===== config.mk =====
export PLATFORM = sky130hd
export DESIGN_NAME = alu_nibble_sequencer
export DESIGN_NICKNAME = d
export VERILOG_FILES = /design/src/rtl/alu_seq_pkg.sv /design/src/rtl/alu_nibble_sequencer.sv
export SDC_FILE = /design/constraint.sdc
export NUM_CORES = 1
export LEC_CHECK = 0
export CORE_UTILIZATION = 45
export CTS_CLUSTER_SIZE = 14
export DETAILED_ROUTE_END_ITERATION = 10
export PLACE_DENSITY = 0.83
export SYNTH_ARGS = -nofsm -noshare
export SYNTH_HDL_FRONTEND = slang
export SYNTH_SLANG_ARGS = --single-unit

===== constraint.sdc =====
create_clock -name clk -period 3.8 [get_ports clk]
set_input_delay 1.14 -clock clk [delete_from_list [all_inputs] [get_ports clk]]
set_output_delay 1.14 -clock clk [all_outputs]
set_load 0.1 [all_outputs]

===== src/rtl/alu_seq_pkg.sv =====
// Shared definitions for the nibble-serial ALU sequencer: sequencer states,
// slice width and the 181-style function codes used most often.
package alu_seq_pkg;

    localparam int NIBBLE_W = 4;

    localparam logic [3:0] S_ADD = 4'b1001;
    localparam logic [3:0] S_AND = 4'b1011;
    localparam logic [3:0] S_SUB = 4'b0110;

    typedef enum logic [1:0] {
        IDLE = 2'd0,
        RUN  = 2'd1,
        DONE = 2'd2
    } seq_state_e;

endpackage


===== src/rtl/alu_nibble_sequencer.sv =====
// Runs one wide operation through an external 4-bit 181-style ALU slice,
// one nibble per clock (least-significant first), chaining the carry in a
// register and assembling f / cout / eqv into a single wide response.
import alu_seq_pkg::*;

module alu_nibble_sequencer #(
    parameter int NIBBLES = 4
) (
    input  logic                         clk,
    input  logic                         rst,
    // request side
    input  logic                         req_valid,
    output logic                         req_ready,
    input  logic [NIBBLE_W*NIBBLES-1:0]  req_a,
    input  logic [NIBBLE_W*NIBBLES-1:0]  req_b,
    input  logic [3:0]                   req_s,
    input  logic                         req_m,
    input  logic                         req_cin,
    // ALU side
    output logic [NIBBLE_W-1:0]          alu_a,
    output logic [NIBBLE_W-1:0]          alu_b,
    output logic [3:0]                   alu_s,
    output logic                         alu_m,
    output logic                         alu_cin,
    input  logic [NIBBLE_W-1:0]          alu_f,
    input  logic                         alu_cout,
    input  logic                         alu_eqv,
    // response side
    output logic                         rsp_valid,
    input  logic                         rsp_ready,
    output logic [NIBBLE_W*NIBBLES-1:0]  rsp_f,
    output logic                         rsp_cout,
    output logic                         rsp_eqv
);

    localparam int W     = NIBBLE_W * NIBBLES;
    localparam int IDX_W = (NIBBLES > 1) ? $clog2(NIBBLES) : 1;
    localparam logic [IDX_W-1:0] LAST_IDX = IDX_W'(NIBBLES - 1);

    seq_state_e        state_r;
    seq_state_e        state_s;
    logic              ready_r;
    logic              valid_r;
    logic [W-1:0]      a_r;
    logic [W-1:0]      b_r;
    logic [3:0]        s_r;
    logic              m_r;
    logic [IDX_W-1:0]  idx_r;
    logic              carry_r;
    logic              eqv_r;
    logic [W-1:0]      result_r;
    logic              accept_s;
    logic [NIBBLE_W-1:0] alu_a_s;
    logic [NIBBLE_W-1:0] alu_b_s;
    logic              alu_cin_s;

    // ready_r is only ever high in IDLE, so it doubles as the accept qualifier
    assign accept_s = (state_r == IDLE) && ready_r && req_valid;

    // Next-state logic: accept in IDLE, step through nibbles, hold in DONE
    always_comb begin
        state_s = state_r;
        case (state_r)
            IDLE: begin
                if (accept_s) begin
                    state_s = RUN;
                end else begin
                    state_s = IDLE;
                end
            end
            RUN: begin
                if (idx_r == LAST_IDX) begin
                    state_s = DONE;
                end else begin
                    state_s = RUN;
                end
            end
            DONE: begin
                if (rsp_ready) begin
                    state_s = IDLE;
                end else begin
                    state_s = DONE;
                end
            end
            default: begin
                state_s = IDLE;
            end
        endcase
    end

    // State register plus registered handshake flags derived from the next state
    always_ff @(posedge clk) begin
        if (rst) begin
            state_r <= IDLE;
            ready_r <= 1'b0;
            valid_r <= 1'b0;
        end else begin
            state_r <= state_s;
            ready_r <= (state_s == IDLE);
            valid_r <= (state_s == DONE);
        end
    end

    // Operand capture, per-nibble result collection and carry/eqv chaining
    always_ff @(posedge clk) begin
        if (rst) begin
            a_r      <= '0;
            b_r      <= '0;
            s_r      <= 4'd0;
            m_r      <= 1'b0;
            idx_r    <= '0;
            carry_r  <= 1'b0;
            eqv_r    <= 1'b0;
            result_r <= '0;
        end else begin
            case (state_r)
                IDLE: begin
                    if (accept_s) begin
                        a_r      <= req_a;
                        b_r      <= req_b;
                        s_r      <= req_s;
                        m_r      <= req_m;
                        idx_r    <= '0;
                        carry_r  <= req_cin;
                        eqv_r    <= 1'b1;
                        result_r <= '0;
                    end
                end
                RUN: begin
                    for (int i = 0; i < NIBBLES; i++) begin
                        if (idx_r == IDX_W'(i)) begin
                            result_r[i*NIBBLE_W +: NIBBLE_W] <= alu_f;
                        end
                    end
                    // carry is chained raw; in logic mode the ALU ignores it
                    carry_r <= alu_cout;
                    eqv_r   <= eqv_r & alu_eqv;
                    idx_r   <= idx_r + IDX_W'(1);
                end
                DONE: begin
                end
                default: begin
                end
            endcase
        end
    end

    // Select the current operand nibbles for the ALU; quiet outside RUN
    always_comb begin
        alu_a_s   = '0;
        alu_b_s   = '0;
        alu_cin_s = 1'b0;
        if (state_r == RUN) begin
            for (int i = 0; i < NIBBLES; i++) begin
                alu_a_s = (idx_r == IDX_W'(i)) ? a_r[i*NIBBLE_W +: NIBBLE_W] : alu_a_s;
                alu_b_s = (idx_r == IDX_W'(i)) ? b_r[i*NIBBLE_W +: NIBBLE_W] : alu_b_s;
            end
            alu_cin_s = carry_r;
        end else begin
            alu_cin_s = 1'b0;
        end
    end

    assign req_ready = ready_r;
    assign rsp_valid = valid_r;
    assign rsp_f     = result_r;
    assign rsp_cout  = carry_r;
    assign rsp_eqv   = eqv_r;
    assign alu_a     = alu_a_s;
    assign alu_b     = alu_b_s;
    assign alu_s     = s_r;
    assign alu_m     = m_r;
    assign alu_cin   = alu_cin_s;

endmodule


# After elaboration in Yosys (flattened, before gate mapping)
# Index checks and enable logic that the tools add are counted.
[word_totals]
register_bits = 61
latchBits = 0
mem_bits_rw = 0
rom_bits = 0
in_bits = 48
output_inout_bits = 34
wordCells = 66
n_memories = 0
[op_classes]
addsub = 1
mul = 0
n_div = 0
order_cmp = 0
n_eq_ne = 11
n_shift = 0
muxes = 27
bitwise = 1
reduce_logical = 12
[ops]
columns = ["operator", "count"]
rows = [
  ["$mux 4", 14],
  ["$pmux 16 s2", 1],
  ["$mux 16", 1],
  ["$reduce_and 3->1", 4],
  ["$ne 2x2->1 const B", 5],
  ["$eq 2x2->1 const B", 4],
  ["$logic_not 2->1", 3],
  ["$mux 2", 3],
  ["$pmux 2 s3", 1],
  ["$eq 2x1->1 const B", 2],
  ["$mux 1", 4],
  ["$pmux 1 s2", 2],
  ["$pmux 2 s2", 1],
  ["$reduce_and 2->1", 2],
  ["$add 2x1->2 const B", 1],
  ["$logic_and 1x1->1", 2],
  ["$reduce_bool 2->1", 1],
  ["$and 1x1->1", 1],
]

# Logic depth before layout (Yosys ltp)
# Gate-level depths: netlist of run 1.
[logic_depth]
word_depth = 6
depth_mapped = 7
mapped_depth_nobuf = 5

# Least setup slack after synthesis of run 1
# No wires, ideal clock.
[synth_timing]
path_type = "register to output"
from = "register idx_r[1]"
to = "output port alu_a[0]"
arrival_time_ns = 4.156
t_required_ns = 2.660
setup_slack_ns = -1.496
stages_incl_launch_ff = 8
path_buffers = 2
path_cell_list = "dfxtp_1 -> inv_1 -> ha_1 -> buf_2 -> nor2b_1 -> buf_4 -> a221oi_1 -> o41ai_1"
[synth_between]
elab_chain_cells = 6
elab_cells_between_ends = 9
classes_between = "eq/ne: 3; mux: 5; reduce/logical: 1"
[synth_rtl]
columns = ["item", "line", "source"]
rows = [
  ["from (decl)", "alu_nibble_sequencer.sv:48", "logic [IDX_W-1:0] idx_r;"],
  ["from (signal assigned)", "alu_nibble_sequencer.sv:138", "idx_r <= idx_r + IDX_W'(1);"],
  ["$logic_not 2->1", "alu_nibble_sequencer.sv:155", "alu_a_s = (idx_r == IDX_W'(i)) ? a_r[i*NIBBLE_W +: NIBBLE_W] : alu_a_s;"],
  ["$mux 4 (3 in a row)", "alu_nibble_sequencer.sv:155", ""],
  ["$mux 4 (*)", "alu_nibble_sequencer.sv:155", ""],
  ["$mux 4 (*)", "alu_nibble_sequencer.sv:153", "if (state_r == RUN) begin"],
  ["to (decl)", "alu_nibble_sequencer.sv:20", "output logic [NIBBLE_W-1:0] alu_a,"],
]
# Mark *: on every way between the ends. The rest lies on a longest branch, timed or not.

# Final worst setup path of run 1
[layout_timing]
from = "register idx_r[1]"
to = "output port alu_b[0]"
[layout_between]
elab_chain_cells = 6
elab_cells_between_ends = 9
classes_between = "eq/ne: 3; mux: 5; reduce/logical: 1"
[layout_rtl]
columns = ["item", "line", "source"]
rows = [
  ["$logic_not 2->1", "alu_nibble_sequencer.sv:156", "alu_b_s = (idx_r == IDX_W'(i)) ? b_r[i*NIBBLE_W +: NIBBLE_W] : alu_b_s;"],
  ["$mux 4 (3 in a row)", "alu_nibble_sequencer.sv:156", ""],
  ["$mux 4 (*)", "alu_nibble_sequencer.sv:156", ""],
  ["$mux 4 (*)", "alu_nibble_sequencer.sv:153", ""],
  ["to (decl)", "alu_nibble_sequencer.sv:21", "output logic [NIBBLE_W-1:0] alu_b,"],
]
# Marked as above.

==> impl_metrics.json, run 1 <==
{
  "grt_pass1_wl_um": 10500,
  "maxSlewViolCount": 0,
  "syn2layout_area_growth_pct": 45.9,
  "drive_gt1_frac": 0.156,
  "leakage_uw": 0.00134,
  "numPortBuffers": 81,
  "track_usage": 0.226,
  "final_util": 0.679,
  "max-cap-violations": 0,
  "outcome": "finished clean",
  "drc": 0,
  "final_hold_viol_count": 0,
  "crit_type": "reg -> out",
  "p_seq_frac": 0.450,
  "clockBufferDepth": 2,
  "cts_resized": 0,
  "globalplace.congestion": 0.784,
  "netlist_area_sq_um": 2550,
  "end_kind": "primary output",
  "clk_latency_ns": 0.34,
  "worst_ep_required_time_ns": 2.66,
  "powerDensity_nw_per_um2": 409,
  "final_cell_area_sq_um": 3720,
  "power.total_uw": 1520,
  "wl_per_cell_um": 14.4,
  "die_area_sq_um": 5970,
  "clockPowerShare": 0.380,
  "min_to": "alu_s[2]",
  "p_comb_frac": 0.170,
  "r2r-start": "idx_r[0]",
  "slew_headroom": 0.332,
  "worstPathMaxFanout": 10,
  "synth_area_per_cell_sq_um": 8.46,
  "numCtsBuffers": 9,
  "worstHoldPathType": "reg -> reg",
  "cts.sinks": 61,
  "ys_seq_area_frac": 0.479,
  "rr_endpoint": "rsp_f[12]",
  "yosysUniqueCellTypes": 28,
  "placed_cell_area_sq_um": 3510,
  "grt-ovfl-total": 0,
  "htreeDepth": 3,
  "initialDrtViolationCount": 149,
  "clk_pin_slew_worst_paths_ns": 0.07,
  "maxClockFrequency_mhz": 288,
  "rows": 27,
  "hpwlAfterDp_um": 4490,
  "initial_core_util": 0.465,
  "grt_max_degree": 39,
  "vdd_drop_max_mv": 0.239,
  "internal_power_uw": 1080,
  "crit_arrival_ns": 2.33,
  "via_per_inst": 5.35,
  "ff2ff_path_depth": 4,
  "synth_warnings": 0,
  "vias": 2406,
  "drt_first_pass_iters": 5,
  "root_buffer": "clkbuf_8",
  "detail-route-antenna-nets": 0,
  "power_switching_share": 0.291,
  "rsz0062_at_grt": "no",
  "die_y_um": 77.2,
  "synth_cells": 301,
  "finalCriticalPeriod_ns": 3.47,
  "crit_path_start_kind": "flip-flop",
  "antenna_cells": 0,
  "fin_skew_ns": 0.00370,
  "cts_setup_buffers": 0,
  "antenna_found_initial": 0,
  "grt_pass1_vias": 2244,
  "worst_pin_slew_ns": 1.00,
  "finalSetupViolCount": 0,
  "nNetsFinal": 425,
  "min-delay-start": "alu_s[2]",
  "finalCritPeriodShare": 0.914,
  "core_area_sq_um": 5470,
  "hold_buffers": 0,
  "wl_um": 6460,
  "pin_count": 82,
  "power_switching_uw": 443,
  "r2r_setup_slack_ns": 2.05,
  "ys_seq_elements": 61,
  "cts_tree": "yes",
  "synth_nets": 353,
  "hold_path_depth": 2,
  "die_w_um": 77.2
}
Yosys cell counts:
cell type  number  area [sq um]
a21oi_1        43           215
a221oi_1        8          70.1
a22oi_1         1          7.51
and2_1          1          6.26
and2b_1         1          7.51
and4bb_1        1          12.5
buf_2           5          25.0
buf_4           5          37.5
buf_6           4          45.0
clkbuf_1        9          33.8
clkbuf_2        1          5.00
dfxtp_1        61          1220
ha_1            4          50.1
inv_1          18          67.6
nand2_1        80           300
nand2b_1        5          31.3
nand3_1        11          55.1
nand3b_1        4          30.0
nand4bb_1       1          11.3
nor2_1          1          3.75
nor2b_1         9          56.3
nor4b_1         1          8.76
o21a_1          1          7.51
o21ai_0         1          5.00
o32ai_1        16           140
o41ai_1         6          52.6
o41ai_2         2          32.5
or3b_2          1          8.76
metal layers:
| layer | global-route usage | vias to the layer above | wire (um) | part of all wire |
|---|---|---|---|---|
| li1 | - | 1181 | - | - |
| met1 | 0.283 | 1123 | 2790 | 0.43 |
| met2 | 0.376 | 91 | 3200 | 0.49 |
| met3 | 0.0429 | 11 | 384 | 0.059 |
| met4 | 0.102 | 0 | 87 | 0.013 |
| met5 | 0 | - | 0 | 0 |
cells by family after synthesis:
family / Yosys count / synth area share
AND/OR/NAND/NOR: 116 / 0.209
AO/OA/AOI/OAI: 78 / 0.208
flip-flops: 61 / 0.479
adder cells (fa/ha/maj): 4 / 0.0196
buffers and inverters: 42 / 0.0840
power groups by stage:
stage	clock, uW	sequential [uW]	combinational (uW)
4_1_cts	586	685	259
3_3_place_gp	0	698	253
6_report	578	685	258
3_5_place_dp	0	699	258
5_1_grt	617	688	277
2_1_floorplan	0	753	118
worst max-delay path, cell delays in order, from the launching register on:
cell and delay [ns]:
dfxtp_1 0.39, inv_1 0.09, ha_1 0.32, nor2b_2 0.36, a221oi_1 0.20, o41ai_4 0.41, buf_12 0.22
stage by stage:
step / setup WS [ns] / instances / TNS, ns / hold WS (ns)
after detailed placement: 0.480 / 434 / 0 / 0.448
after global routing: 0.199 / 450 / 0 / 0.471
after floorplan: -0.165 / 301 / -0.165 / 0.436
after CTS: 0.0753 / 450 / 0 / 0.457
after global placement: 0.580 / 434 / 0 / 0.441
final: 0.327 / 450 / 0 / 0.455
state kept, by name (all words and copies together) (netlist names), 2 cells and up:
register / count
a_r: 16
state_r: 2
b_r: 16
rsp_f: 16
idx_r: 2
alu_s: 4
cell type report:
class	instances	area, sq um
fill	449	1760
multi-input combinational	198	1240
sequential	61	1220
timing repair buffer	85	893
clock buffer	10	138
tap	72	90.1
inverter	18	67.6
clock inverter	6	62.6
how the worst max path moves through the flow:
stage / startpoint / to / slack (ns)
6_report: idx_r[1] / alu_b[0] / 0.33
5_1_grt: idx_r[1] / alu_b[0] / 0.20
4_1_cts: idx_r[1] / alu_b[0] / 0.08
3_5_place_dp: idx_r[1] / alu_b[0] / 0.48
3_3_place_gp: idx_r[1] / alu_a[0] / 0.58
2_1_floorplan: idx_r[1] / alu_a[0] / -0.17
cells in the final DEF, fill, tap and decap left out, types with 7 or more instances in the layout:
| cell | Yosys | routed |
|---|---|---|
| nor2b_1 | 9 | 8 |
| o32ai_1 | 16 | 16 |
| clkdlybuf4s50_1 | 0 | 53 |
| clkbuf_8 | 0 | 10 |
| a21oi_1 | 43 | 43 |
| nand3_1 | 11 | 11 |
| nand2_1 | 80 | 80 |
| buf_4 | 5 | 21 |
| dfxtp_1 | 61 | 61 |
| a221oi_1 | 8 | 8 |
| o41ai_4 | 0 | 7 |
| inv_1 | 18 | 18 |
| buf_12 | 0 | 10 |
No activity file was read; power rests on OpenSTA's default activity.
==> run 2, diff against run 1 <==
==> constraint.sdc (replaced) <==
create_clock -name clk -period 3.8 [get_ports clk]
set_input_delay 1.14 -clock clk [delete_from_list [all_inputs] [get_ports clk]]
set_output_delay 1.14 -clock clk [all_outputs]
set_load 0.005 [all_outputs]
==> run 2 against run 1 <==
  * Register-to-register slack worse by 0.05 ns
  * Critical path depth is 1 higher
  * Cell area is 5.7% lower
  * Via count is 2.0% lower
  * Sequential share of layout area is 2.0 points higher
  * Die area stayed put
  * Routed wire length is 5.6% lower
  * Combinational power is 31% lower
  * Clock power is 15% lower
  * Fmax is 4.6% lower
  * Global-route usage is 0.81 points lower
  * Clock skew is 0.0026 ns higher
==> impl_metrics.json, run 2 (synthesized netlist as in run 1, its figures left out) <==
{
  "rows": 27,
  "internal_power_uw": 1020,
  "numCtsBuffers": 9,
  "r2r_setup_slack_ns": 2.00,
  "fin_skew_ns": 0.00635,
  "track_usage": 0.218,
  "powerDensity_nw_per_um2": 386,
  "power_switching_uw": 331,
  "maxSlewViolCount": 0,
  "worstHoldPathType": "reg -> reg",
  "crit_path_start_kind": "flip-flop",
  "via_per_inst": 5.25,
  "grt-ovfl-total": 0,
  "cts_resized": 0,
  "tns_ns": 0,
  "rsz0062_at_grt": "no",
  "wl_um": 6090,
  "hpwlAfterDp_um": 4180,
  "core_area_sq_um": 5470,
  "p_seq_frac": 0.506,
  "drc": 0,
  "crit_arrival_ns": 2.50,
  "drive_gt1_frac": 0.0610,
  "initial_core_util": 0.465,
  "finalCritPeriodShare": 0.958,
  "worst_pin_slew_ns": 0.676,
  "clockBufferDepth": 2,
  "drt_first_pass_iters": 4,
  "globalplace.congestion": 0.832,
  "numPortBuffers": 81,
  "leakage_uw": 0.00122,
  "grt_pass1_wl_um": 10100,
  "slowest_delay_ns": 0.58,
  "clockPowerShare": 0.362,
  "maxClockFrequency_mhz": 275,
  "crit_type": "reg -> out",
  "detail-route-antenna-nets": 0,
  "final_cell_mix": "80 x nand2_1, 80 x clkdlybuf4s50_1, 61 x dfxtp_1, 43 x a21oi_1, 18 x inv_1",
  "max-cap-violations": 0,
  "die_y_um": 77.2,
  "slew_headroom": 0.549,
  "pin_count": 82,
  "power_switching_share": 0.245,
  "grt_max_degree": 43,
  "finalSetupViolCount": 0,
  "crit_path_top_delay_cell": "clkdlybuf4s50_1",
  "cts_tree": "yes",
  "place_ws_ns": 0.529,
  "root_buffer": "clkbuf_8",
  "grt_pass1_vias": 2305,
  "nNetsFinal": 426,
  "cts_setup_buffers": 0,
  "syn2layout_area_growth_pct": 37.6,
  "clk_pin_slew_worst_paths_ns": 0.07,
  "hold_buffers": 0,
  "placedCellCount": 435,
  "finalCriticalPeriod_ns": 3.64,
  "htreeDepth": 3,
  "vdd_drop_max_mv": 0.310,
  "wl_per_cell_um": 13.6,
  "fill_cells": 518,
  "die_w_um": 77.2,
  "outcome": "finished clean",
  "antenna_cells": 0,
  "end_kind": "primary output",
  "final-instance-count-excl-fill": 449,
  "final_hold_viol_count": 0,
  "initialDrtViolationCount": 82,
  "vias": 2358,
  "worst_ep_required_time_ns": 2.66,
  "die_area_sq_um": 5970,
  "path_cells": "inv_1 > ha_1 > nor2b_1 > buf_4 > a221oi_1 > o41ai_1 > clkdlybuf4s50_1",
  "p_comb_frac": 0.132,
  "fin_ws_ns": 0.159,
  "antenna_found_initial": 0,
  "worstPathMaxFanout": 10,
  "clk_latency_ns": 0.33,
  "cts.sinks": 61
}
## run 2: changes by cell type in the layout (fill, tap and decap cells not counted), moves of 3 or more
cell / before / now
o41ai_4: 7 / 0
buf_12: 10 / 0
clkdlybuf4s50_1: 53 / 80
clkinvlp_4: 3 / 0
buf_4: 21 / 5
o41ai_1: 0 / 6
## run 2: metrics by stage
step | total power, uW | instance area (sq um) | utilization | hold WS, ns
floorplan | 793 | 2550 | - | 0.436
global placement | 873 | 3340 | 0.610 | 0.445
detailed placement | 877 | 3340 | 0.610 | 0.446
CTS | 1370 | 3500 | 0.640 | 0.459
global route | 1420 | 3500 | 0.640 | 0.479
finish | 1350 | 3500 | 0.640 | 0.456
## run 2: layout make-up
type	instances	area [sq um]	area share
clock inverters	2	10.0	0.00286
clock buffers	12	155	0.0443
flip-flops and latches	61	1220	0.348
well taps	72	90.1	0.0257
inverters	18	67.6	0.0193
multi-input cells	198	1120	0.319
repair buffers	86	843	0.241
## run 2: critical path: cells and delay by family, from the launching register on
kind | cells | cell delay [ns]
fa+ha+maj | 1 | 0.32
compound gates | 2 | 0.50
flops | 1 | 0.37
buf+inv | 3 | 0.83
simple gates | 1 | 0.15
## run 2: worst paths after layout
kind | start | depth (start not counted) | to
setup / recovery | idx_r[1] | 7 | alu_b[1]
hold / removal | a_r[14] | 2 | a_r[14]
setup reg to reg | idx_r[0] | 4 | rsp_f[12]
hold reg to reg | a_r[14] | 2 | a_r[14]
## run 2: power by group through the flow
stage,Sequential (uW),Combinational (uW),Clock [uW]
after floorplan,694,98.5,0
after global placement,698,175,0
after detailed placement,699,179,0
after CTS,685,180,502
after global routing,688,198,532
final,685,179,490
## run 2: layer usage
metal,track usage,up-vias,share of wire
met2,0.361,82,0.47
met3,0.0762,8,0.070
met5,0,-,0
li1,-,1179,-
met4,0.0830,0,0.012
met1,0.258,1089,0.45
==> run 3, diff against run 2 <==
==> constraint.sdc (replaced) <==
create_clock -name clk -period 4 [get_ports clk]
set_input_delay 1.2 -clock clk [delete_from_list [all_inputs] [get_ports clk]]
set_output_delay 1.2 -clock clk [all_outputs]
set_load 0.005 [all_outputs]
==> run 3 against run 2 <==
  * Clock power about the same
  * Via count decreased by 0.47%
  * Global-route usage increased by 0.60 points
  * Worst hold slack improved by 0.00066 ns
  * Sequential power decreased by 5.0%
  * Critical path depth decreased by 1
  * Clock-buffer cell count unchanged
  * Flip-flop and latch count unchanged
  * Combinational power decreased by 4%
  * First-iteration DRC count decreased by 11%
  * Worst setup slack improved by 0.051 ns
  * Clock skew increased by 0.0010 ns
  * Critical endpoint is now alu_b[2]
==> impl_metrics.json, run 3 (synthesized netlist as in run 1, its figures left out) <==
{
  "placed_cell_area_sq_um": 3330,
  "numCtsBuffers": 9,
  "crit_path_start_kind": "flip-flop",
  "slowest_delay_ns": 0.58,
  "worst_pin_slew_ns": 0.678,
  "final-instance-count-excl-fill": 450,
  "antenna_cells": 0,
  "globalplace.congestion": 0.815,
  "grt_max_degree": 36,
  "htreeDepth": 3,
  "track_usage": 0.224,
  "die_w_um": 77.2,
  "detail-route-antenna-nets": 0,
  "syn2layout_area_growth_pct": 38.1,
  "crit_path_top_delay_cell": "clkdlybuf4s50_1",
  "crit_arrival_ns": 2.59,
  "path_delay_family": "buffers and inverters",
  "clockBufferDepth": 2,
  "nNetsFinal": 425,
  "crit_type": "reg -> out",
  "die_area_sq_um": 5970,
  "worst_ep_required_time_ns": 2.80,
  "tns_ns": 0,
  "final_cell_area_sq_um": 3520,
  "maxSlewViolCount": 0,
  "finalSetupViolCount": 0,
  "placedCellCount": 434,
  "worstHoldPathType": "reg -> reg",
  "numPortBuffers": 81,
  "cts.sinks": 61,
  "via_per_inst": 5.22,
  "clk_pin_slew_worst_paths_ns": 0.07,
  "outcome": "finished clean",
  "cts_setup_buffers": 0,
  "vias": 2347,
  "leakage_uw": 0.00123,
  "crit_buf_inv": 2,
  "path_cells": "inv_1 > ha_1 > nor2b_4 > a221oi_1 > o41ai_1 > clkdlybuf4s50_1",
  "antenna_found_initial": 0,
  "pin_count": 82,
  "initial_core_util": 0.465,
  "root_buffer": "clkbuf_8",
  "vdd_drop_max_mv": 0.197,
  "die_y_um": 77.2,
  "final_hold_viol_count": 0,
  "rsz0062_at_grt": "no",
  "rows": 27,
  "grt_pass1_wl_um": 10600,
  "whs_ns": 0.457,
  "wl_per_cell_um": 14.0,
  "grt_pass1_vias": 2358,
  "grt-ovfl-total": 0,
  "initialDrtViolationCount": 73,
  "slew_headroom": 0.548,
  "drive_gt1_frac": 0.0661,
  "cts_tree": "yes",
  "end_kind": "primary output",
  "final_cell_mix": "80 x nand2_1, 80 x clkdlybuf4s50_1, 61 x dfxtp_1, 43 x a21oi_1, 18 x inv_1",
  "drt_first_pass_iters": 4,
  "hpwlAfterDp_um": 4420,
  "max-cap-violations": 0,
  "clk_latency_ns": 0.34,
  "core_area_sq_um": 5470,
  "fin_skew_ns": 0.00740,
  "finalCritPeriodShare": 0.948,
  "worstPathMaxFanout": 10,
  "wl_um": 6310,
  "drc": 0,
  "maxClockFrequency_mhz": 264,
  "powerDensity_nw_per_um2": 372,
  "finalCriticalPeriod_ns": 3.79
}
[run 3: changes by cell type in the layout (fill, tap and decap cells not counted)]
cell | previous run | this run
buf_4 | 5 | 4
clkinv_2 | 2 | 3
clkinvlp_4 | 0 | 1
nor2b_1 | 9 | 8
nor2b_4 | 0 | 1
[run 3: repair_timing]
item | in CTS | in global routing
endpoints found under the setup margin | 4 | 1
hold endpoints to repair | 0 | 0
resized for setup | 1 | 1
pin swaps | 0 | 0
hold buffers | 0 | 0
[run 3: worst paths after layout]
check	startpoint	end	slack, ns	depth (start not counted)
worst max-delay path	idx_r[1]	alu_b[2]	0.21	6
worst min-delay path	a_r[14]	a_r[14]	0.46	2
worst max register to register	idx_r[1]	rsp_f[15]	2.17	4
worst min register to register	a_r[14]	a_r[14]	0.46	2
[run 3: worst min-delay path, stage by stage (launching register included)]
cell and delay [ns]:
dfxtp_1 0.31, nand2_1 0.05, a21oi_1 0.05
[run 3: power by group]
group	internal, uW	switching, uW	total, uW
Combinational	87.9	82.9	171
Sequential	634	17.0	651
Clock	255	233	489
Total	977	333	1310
[run 3: final cells by class]
| class | instances | area, sq um |
|---|---|---|
| multi-input combinational | 198 | 1120 |
| tap | 72 | 90.1 |
| sequential | 61 | 1220 |
| fill | 483 | 1960 |
| inverter | 18 | 67.6 |
| clock buffer | 12 | 155 |
| clock inverter | 4 | 22.5 |
| timing repair buffer | 85 | 836 |
[run 3: through the flow]
stage	util	setup WS, ns	power [uW]
detailed placement	0.609	0.307	832
global placement	0.609	0.463	827
finish	0.643	0.210	1310
CTS	0.642	0.105	1310
floorplan	-	1.40	753
global route	0.643	0.102	1360
[run 3: layer usage]
metal / up-vias / part of all wire / GRT usage
met4: 0 / 0.016 / 0.102
met2: 85 / 0.46 / 0.372
met3: 10 / 0.067 / 0.0536
li1: 1180 / - / -
met5: - / 0 / 0
met1: 1072 / 0.46 / 0.274
